==> src/rtl/muldiv_ctrl.sv <==
// Iterative MULT/MULTU/DIV/DIVU sequencer with private HI/LO and hazard stall request.
// Optional MULDIV_EARLY_OUT_EN: multiply finishes once the remaining multiplier bits are zero.
module muldiv_ctrl #(
    parameter int WIDTH = 32
) (
    input  logic             i_clk,
    input  logic             i_rst_n,
    input  logic             i_start,
    input  logic [1:0]       i_op,
    input  logic [WIDTH-1:0] i_src_a,
    input  logic [WIDTH-1:0] i_src_b,
    input  logic             i_wr_hi,
    input  logic             i_wr_lo,
    input  logic [WIDTH-1:0] i_wr_data,
    input  logic             i_rd_req,
    output logic [WIDTH-1:0] o_hi,
    output logic [WIDTH-1:0] o_lo,
    output logic             o_busy,
    output logic             o_done,
    output logic             o_stall_req,
    output logic             o_div_by_zero
);

    localparam int CW = (WIDTH > 1) ? $clog2(WIDTH) : 1;

    localparam logic [1:0] S_IDLE = 2'd0;
    localparam logic [1:0] S_MUL  = 2'd1;
    localparam logic [1:0] S_DIV  = 2'd2;
    localparam logic [1:0] S_FIX  = 2'd3;

    logic [1:0]         r_state;
    logic [CW-1:0]      r_cnt;
    logic [2*WIDTH-1:0] r_mcand;
    logic [WIDTH-1:0]   r_mplr;
    logic [2*WIDTH-1:0] r_prod;
    logic [WIDTH-1:0]   r_rem;
    logic [WIDTH-1:0]   r_quo;
    logic [WIDTH-1:0]   r_dvsr;
    logic [WIDTH-1:0]   r_a_raw;
    logic               r_is_div;
    logic               r_neg_q;
    logic               r_neg_r;
    logic               r_dz;
    logic [WIDTH-1:0]   r_hi;
    logic [WIDTH-1:0]   r_lo;
    logic               r_done;
    logic               r_dz_flag;

    logic               w_a_neg, w_b_neg, w_b_zero;
    logic [WIDTH-1:0]   w_a_mag, w_b_mag;
    logic [2*WIDTH-1:0] w_prod_nxt, w_prod_fix;
    logic [WIDTH:0]     w_rem_sh, w_rem_sub;
    logic [WIDTH-1:0]   w_quo_fix, w_rem_fix;
    logic               w_last, w_mul_last, w_mul_skip;

    // Signed ops iterate on magnitudes; signs are reapplied in FIX.
    assign w_a_neg  = i_op[0] & i_src_a[WIDTH-1];
    assign w_b_neg  = i_op[0] & i_src_b[WIDTH-1];
    assign w_a_mag  = w_a_neg ? -i_src_a : i_src_a;
    assign w_b_mag  = w_b_neg ? -i_src_b : i_src_b;
    assign w_b_zero = (i_src_b == '0);

    assign w_prod_nxt = r_prod + (r_mplr[0] ? r_mcand : '0);
    assign w_rem_sh   = {r_rem, r_quo[WIDTH-1]};
    assign w_rem_sub  = w_rem_sh - {1'b0, r_dvsr};
    assign w_last     = (r_cnt == CW'(WIDTH-1));

`ifdef MULDIV_EARLY_OUT_EN
    assign w_mul_last = w_last | (r_mplr[WIDTH-1:1] == '0);
    assign w_mul_skip = w_b_zero;
`else
    assign w_mul_last = w_last;
    assign w_mul_skip = 1'b0;
`endif

    assign w_prod_fix = r_neg_q ? -r_prod : r_prod;
    assign w_quo_fix  = r_neg_q ? -r_quo : r_quo;
    assign w_rem_fix  = r_neg_r ? -r_rem : r_rem;

    always_ff @(posedge i_clk) begin
        if (!i_rst_n) begin
            r_state   <= S_IDLE;
            r_cnt     <= '0;
            r_mcand   <= '0;
            r_mplr    <= '0;
            r_prod    <= '0;
            r_rem     <= '0;
            r_quo     <= '0;
            r_dvsr    <= '0;
            r_a_raw   <= '0;
            r_is_div  <= 1'b0;
            r_neg_q   <= 1'b0;
            r_neg_r   <= 1'b0;
            r_dz      <= 1'b0;
            r_hi      <= '0;
            r_lo      <= '0;
            r_done    <= 1'b0;
            r_dz_flag <= 1'b0;
        end else begin
            r_done <= 1'b0;
            case (r_state)
                S_IDLE: begin
                    if (i_wr_hi) r_hi <= i_wr_data;
                    if (i_wr_lo) r_lo <= i_wr_data;
                    if (i_start) begin
                        r_cnt     <= '0;
                        r_mcand   <= {{WIDTH{1'b0}}, w_a_mag};
                        r_mplr    <= w_b_mag;
                        r_prod    <= '0;
                        r_rem     <= '0;
                        r_quo     <= w_a_mag;
                        r_dvsr    <= w_b_mag;
                        r_a_raw   <= i_src_a;
                        r_is_div  <= i_op[1];
                        r_neg_q   <= w_a_neg ^ w_b_neg;
                        r_neg_r   <= w_a_neg;
                        r_dz      <= i_op[1] & w_b_zero;
                        r_dz_flag <= 1'b0;
                        if (i_op[1])
                            r_state <= w_b_zero ? S_FIX : S_DIV;
                        else
                            r_state <= w_mul_skip ? S_FIX : S_MUL;
                    end
                end
                S_MUL: begin
                    r_prod  <= w_prod_nxt;
                    r_mcand <= r_mcand << 1;
                    r_mplr  <= r_mplr >> 1;
                    r_cnt   <= r_cnt + 1'b1;
                    if (w_mul_last) r_state <= S_FIX;
                end
                S_DIV: begin
                    // Restoring step: keep the difference only when it did not borrow.
                    if (!w_rem_sub[WIDTH]) begin
                        r_rem <= w_rem_sub[WIDTH-1:0];
                        r_quo <= {r_quo[WIDTH-2:0], 1'b1};
                    end else begin
                        r_rem <= w_rem_sh[WIDTH-1:0];
                        r_quo <= {r_quo[WIDTH-2:0], 1'b0};
                    end
                    r_cnt <= r_cnt + 1'b1;
                    if (w_last) r_state <= S_FIX;
                end
                default: begin
                    r_done  <= 1'b1;
                    r_state <= S_IDLE;
                    if (r_dz) begin
                        r_lo      <= '1;
                        r_hi      <= r_a_raw;
                        r_dz_flag <= 1'b1;
                    end else if (r_is_div) begin
                        r_lo <= w_quo_fix;
                        r_hi <= w_rem_fix;
                    end else begin
                        r_hi <= w_prod_fix[2*WIDTH-1:WIDTH];
                        r_lo <= w_prod_fix[WIDTH-1:0];
                    end
                end
            endcase
        end
    end

    assign o_hi          = r_hi;
    assign o_lo          = r_lo;
    assign o_busy        = (r_state != S_IDLE);
    assign o_done        = r_done;
    assign o_div_by_zero = r_dz_flag;
    assign o_stall_req   = o_busy & (i_start | i_rd_req | i_wr_hi | i_wr_lo);

endmodule

==> config.mk <==
export PLATFORM = sky130hd
export DESIGN_NAME = muldiv_ctrl
export DESIGN_NICKNAME = d
export VERILOG_FILES = /design/src/rtl/muldiv_ctrl.sv
export SDC_FILE = /design/constraint.sdc
export NUM_CORES = 1
export LEC_CHECK = 0
export ABC_CLOCK_PERIOD_IN_PS = 5510
export BUFFER_PORTS_ARGS = -buffer_cell sky130_fd_sc_hd__buf_2
export CORE_UTILIZATION = 55
export CTS_BUF_LIST = sky130_fd_sc_hd__clkbuf_4 sky130_fd_sc_hd__clkbuf_8
export DETAILED_ROUTE_END_ITERATION = 16
export PLACE_DENSITY = 0.74
export SLEW_MARGIN = 20
export SYNTH_ARGS = -nofsm -noshare
export SYNTH_HDL_FRONTEND = slang
export SYNTH_SLANG_ARGS = --single-unit
==> constraint.sdc <==
create_clock -name i_clk -period 5.51 [get_ports i_clk]
set_input_delay 1.653 -clock i_clk [delete_from_list [all_inputs] [get_ports i_clk]]
set_output_delay 1.653 -clock i_clk [all_outputs]
set_load 0.05 [all_outputs]
* Yosys cells after proc, flatten, opt, wreduce, memory -nomap -nowiden *
Index checks and enable logic that the tools add are counted.

cells by class
  multipliers = 0
  mux-type cells = 37
  $add $sub $neg = 8
  order comparisons = 0
  divide/modulo/power cells = 0
  reductions and logical operators = 17
  eq/ne operators = 7
  bitwise gates (word level) = 9
  shift-type cells = 0

operator list
  operator                                                          number
  32-bit 2-to-1 mux                                                 14
  32-bit one-hot mux with 2 select lines                            5
  64-bit 2-to-1 mux                                                 4
  64-bit one-hot mux with 2 select lines                            2
  32-bit negator                                                    4
  64-bit adder                                                      1
  64-bit negator                                                    1
  33-bit by 32-bit subtractor with 33-bit output                    1
  32-bit zero test                                                  1
  2-bit AND reduction                                               7
  5-bit one-hot mux with 2 select lines                             1
  2-bit nonzero test                                                5
  2-bit 2-to-1 mux                                                  3
  2-bit inequality test (second input constant)                     3
  5-bit by 1-bit adder with 5-bit output (second input constant)    1
  5-bit == test (second input constant)                             1
  1-bit 2-to-1 mux                                                  5
  5-bit 2-to-1 mux                                                  1
  1-bit bitwise AND                                                 4
  2-bit one-hot mux with 2 select lines                             1
  1-bit bitwise OR                                                  3
  3-bit AND reduction                                               1
  3-bit OR reduction                                                1
  2-bit by 1-bit == test with 1-bit output (second input constant)  1
  other kinds (7)                                                   7

word-level totals
  word-level logic and storage cells = 95
  memory bits (read-only) = 0
  bits in latches = 0
  RAM bits = 0
  memories = 0
  register bits after elaboration = 365
  input port bits = 104
  output and inout bits = 68

* Longest topological paths before layout *
  depth after elaboration = 5
  mapped depth = 17
  gate-level depth less buffers = 15

* Worst setup path after synthesis *
No wires, ideal clock.

  kind = in2reg
  start point = input i_src_b[2]
  end point = register r_mplr[27]
  buffers on the path = 0
  arrival = 4004 ps
  stages on the path = 11
  setup slack = 1379 ps
  setup time = 128 ps
  data required time = 5382 ps
  path through = or3_1 or4_1 nor2_1 a21oi_1 a21oi_1 a21boi_0 o21ai_0 xnor2_1 o211ai_1 o21ai_0 nor2_1

on the way
  word-level cells in the longest chain between the ends = 4

ends and longest elaborated chain
  what                                    line  RTL
  start: declaration                      11    input logic [WIDTH-1:0] i_src_b,
  32-bit negator                          60    assign w_b_mag = w_b_neg ? -i_src_b : i_src_b;
  32-bit 2-to-1 mux                       60
  32-bit 2-to-1 mux                       105   if (i_start) begin
  32-bit one-hot mux with 2 select lines  101   case (r_state)
  end signal: assignment                  108   r_mplr <= w_b_mag;
  end signal: assignment                  128   r_mplr <= r_mplr >> 1;
  end: declaration                        34    logic [WIDTH-1:0] r_mplr;

No other way between the ends. The select of a mux whose other input is x is not followed.
A chain may end at the register's enable or synchronous reset.

* Final worst setup path *
  start point = register r_mplr[0]
  end point = register r_prod[54]

on the way
  word-level cells in the longest chain between the ends = 3

ends and longest elaborated chain
  what                                    line  RTL
  64-bit 2-to-1 mux                       63    assign w_prod_nxt = r_prod + (r_mplr[0] ? r_mcand : '0);
  64-bit adder                            63
  64-bit one-hot mux with 2 select lines  101
  end signal: assignment                  126   r_prod <= w_prod_nxt;
  end: declaration                        35    logic [2*WIDTH-1:0] r_prod;

No other way between the ends.

==> impl_metrics.env <==
export IMPL_tns_ps=0
export IMPL_vias_in_the_first_global_route=23400
export IMPL_max_cap_violations=0
export IMPL_cts_htree_levels=3
export IMPL_finalCriticalPeriod_ps=4790
export IMPL_antenna_found_initial=6
export IMPL_achievable_frequency_mhz=209
export IMPL_path_clk_slew_ps=60
export IMPL_layout_drive_gt1_share_pct=10.8
export IMPL_dr_pass1_iters=6
export IMPL_routed_wl_met2_mm=35.5
export IMPL_finish_utilization_pct=61.7
export IMPL_io_buffer_count=171
export IMPL_violation_count_after_the_first_detailed_routing_iteration=3214
export IMPL_grt_start_max_net_pins=131
export IMPL_yosys_top_cells_area="sky130_fd_sc_hd__dfxtp_1, sky130_fd_sc_hd__nand2_1, sky130_fd_sc_hd__a21oi_1"
export IMPL_grt_remaining_overflow=0
export IMPL_vdd_drop_max_mv=0.588
export IMPL_yosysTopAreaCell="sky130_fd_sc_hd__dfxtp_1"
export IMPL_wirelength_per_cell_microns=20.7
export IMPL_critical_path_startpoint_type="register"
export IMPL_die_area_sq_um=45900
export IMPL_placer_congestion=0.996
export IMPL_p_leak_nw=11.4
export IMPL_run_status="finished clean"
export IMPL_cts_setup_buffers=0
export IMPL_global_route_wire_length_before_repair_mm=131
export IMPL_syn_to_final_growth_pct=10.4
export IMPL_number_of_synthesized_flops_with_an_enable_pin=0
export IMPL_routed_via_density=6.31
export IMPL_worst_setup_path_type="reg -> reg"
export IMPL_worst_ep_required_time_ps=6060
export IMPL_setup_violations_final=0
export IMPL_floorplan_core_area_sq_um=44300
export IMPL_detailroute_wirelength_met3_mm=9.51
export IMPL_worstSkewPairLatency_ps=680
export IMPL_clockBufferDepth=3
export IMPL_clock_tree_from_tritoncts="done"
export IMPL_highest_metal_layer_with_signal_wires="met5"
export IMPL_min_period_over_period_pct=87.0
export IMPL_via_count=25700
export IMPL_post_cts_hold_buffer_count=0
export IMPL_globalRouteTotalUtil_pct=35.8
export IMPL_synth_yosys_seq_area_share_pct=29.5
export IMPL_grt_setup_unrepaired="false"
export IMPL_cells_after_synthesis=3380
export IMPL_syn_nets=3592
export IMPL_root_buffer="sky130_fd_sc_hd__clkbuf_8"
export IMPL_critPathMaxFanout=25
export IMPL_slew_violations=0
export IMPL_die_w_microns=214
export IMPL_floorplan_initialDensity_pct=55.9
export IMPL_post_synth_cell_area_avg_sq_um=7.33
export IMPL_timing_critical_path_arrival_ps=5340
export IMPL_skew_ps=34.1
export IMPL_drt_met1_wl_mm=37.2
export IMPL_synth_yosys_warnings=0
export IMPL_timing_hold_violations_final=0
export IMPL_max_slew_worst_pin_slew_ps=1250
export IMPL_numCtsBuffers=68
export IMPL_cts_repair_resized=0
export IMPL_drcViolationCount=0
export IMPL_crit_path_end_kind="register"
export IMPL_synth_seq_cells=365
export IMPL_drtAntennaViolNets=0
export IMPL_cellPowerDensity_nw_per_um2=453
export IMPL_synthDominantCellAreaShare_pct=29.5
export IMPL_routed_wl_mm=84.3
export IMPL_synth_ff_type="sky130_fd_sc_hd__dfxtp_1"
export IMPL_io_pins=172
export IMPL_async_reset_ff_share_pct=0
export IMPL_netlist_area_sq_um=24800
export IMPL_std_cell_rows=77
export IMPL_post_dp_hpwl_mm=63.1
export IMPL_die_y_microns=214
export IMPL_clk_sink_count=365
export IMPL_post_synth_num_cell_types=77
export IMPL_final_net_count=3644
export IMPL_worstHoldPathType="reg -> reg"
export IMPL_slew_headroom_pct=15.6
==> cell type report <==
| class | count | area, sq um |
|---|---|---|
| fillers | 4124 | 17000 |
| multi-input cells | 2702 | 16400 |
| flip-flops and latches | 365 | 7310 |
| clock buffers | 99 | 1260 |
| repair buffers | 207 | 1140 |
| well taps | 592 | 741 |
| inverters | 88 | 338 |
| clock inverters | 18 | 194 |
| diodes | 4 | 10.0 |
==> report_power, final <==
part | leakage, nW | total (mW) | switching (mW) | internal (mW)
registers | 2.98 | 3.63 | 0.457 | 3.17
clock network | 0.767 | 2.86 | 1.25 | 1.61
logic | 7.65 | 5.91 | 4.24 | 1.67
total | 11.4 | 12.4 | 5.94 | 6.46
==> cell families (layout without fill, tap and decap cells) <==
kind of cell               Yosys count  in the layout  synth area share [%]
AOI/OAI and AO/OA                 1081           1081                  27.1
muxes                               62             62                  2.62
DFF                                365            365                  29.5
and+or+nand+nor                   1210           1210                  22.0
buffers and inverters              313            412                  4.84
adders and majority gates          108            108                  5.51
xor gates and xnor gates           241            241                  8.52
other                                0              4                     0
==> state kept, by name (all words and copies together) (netlist names), 5 cells and up <==
name / cells
r_mcand: 64
r_prod: 64
o_hi: 32
o_lo: 32
r_a_raw: 32
r_dvsr: 32
r_mplr: 32
r_quo: 32
r_rem: 32
r_cnt: 5
==> synthesized netlist by cell type, types with 64 or more instances <==
cell and number:
sky130_fd_sc_hd__nand2_1 491, sky130_fd_sc_hd__dfxtp_1 365, sky130_fd_sc_hd__a21oi_1 341, sky130_fd_sc_hd__nor2_1 339, sky130_fd_sc_hd__o21ai_0 281, sky130_fd_sc_hd__clkbuf_1 206, sky130_fd_sc_hd__xnor2_1 130, sky130_fd_sc_hd__xor2_1 111
sky130_fd_sc_hd__ha_1 106, sky130_fd_sc_hd__inv_1 86, sky130_fd_sc_hd__and2_1 74, sky130_fd_sc_hd__a22oi_1 66, sky130_fd_sc_hd__a21o_1 64
==> worst paths after layout <==
kind              from    endpoint  slack (ps)  cells after the start
max          r_mplr[0]  r_prod[54]         720                     14
min            o_lo[1]     o_lo[1]         450                      2
max reg2reg  r_mplr[0]  r_prod[54]         720                     14
min reg2reg    o_lo[1]     o_lo[1]         450                      2
==> critical path: stages, from the launching register on <==
cell and delay, ps:
sky130_fd_sc_hd__dfxtp_1 730, sky130_fd_sc_hd__and2_1 240, sky130_fd_sc_hd__ha_1 310, sky130_fd_sc_hd__a21oi_1 230, sky130_fd_sc_hd__o21ai_0 210, sky130_fd_sc_hd__a2111oi_0 520
sky130_fd_sc_hd__a21oi_1 160, sky130_fd_sc_hd__a211oi_1 470, sky130_fd_sc_hd__o21ai_0 180, sky130_fd_sc_hd__buf_4 180, sky130_fd_sc_hd__a211oi_1 470, sky130_fd_sc_hd__o21ai_0 260
sky130_fd_sc_hd__a21boi_0 460, sky130_fd_sc_hd__xor2_1 180, sky130_fd_sc_hd__o21ai_0 80
==> cell usage in the layout (no fill, tap or decap), types with 30 or more instances in the layout <==
cell type / n
sky130_fd_sc_hd__a211oi_1: 59
sky130_fd_sc_hd__a21o_1: 64
sky130_fd_sc_hd__a21oi_1: 338
sky130_fd_sc_hd__a22oi_1: 66
sky130_fd_sc_hd__and2_1: 74
sky130_fd_sc_hd__buf_2: 171
sky130_fd_sc_hd__buf_4: 35
sky130_fd_sc_hd__clkbuf_8: 82
sky130_fd_sc_hd__dfxtp_1: 362
sky130_fd_sc_hd__ha_1: 104
sky130_fd_sc_hd__inv_1: 85
sky130_fd_sc_hd__mux2i_1: 58
sky130_fd_sc_hd__nand2_1: 490
sky130_fd_sc_hd__nand2b_1: 30
sky130_fd_sc_hd__nand3_1: 53
sky130_fd_sc_hd__nor2_1: 335
sky130_fd_sc_hd__nor3_1: 57
sky130_fd_sc_hd__o21ai_0: 279
sky130_fd_sc_hd__o31ai_1: 47
sky130_fd_sc_hd__xnor2_1: 130
sky130_fd_sc_hd__xor2_1: 110
==> routing by layer <==
layer  vias up  GRT usage (%)
met3       171           9.11
met1     12100           51.1
li1      12100              -
met2      1330           52.9
met4         8           10.0
met5         -              0
==> per-stage QoR <==
step	setup slack (ps)	area [sq um]	hold slack [ps]	cells	power, mW
after floorplan	1380	24800	431	3380	7.70
after global placement	827	25900	438	3954	9.30
after detailed placement	836	25900	443	3954	9.42
after CTS	873	27400	451	4071	12.3
after global routing	413	27400	475	4073	13.0
final	717	27400	449	4075	12.4
(Power assumes the default switching activity.)
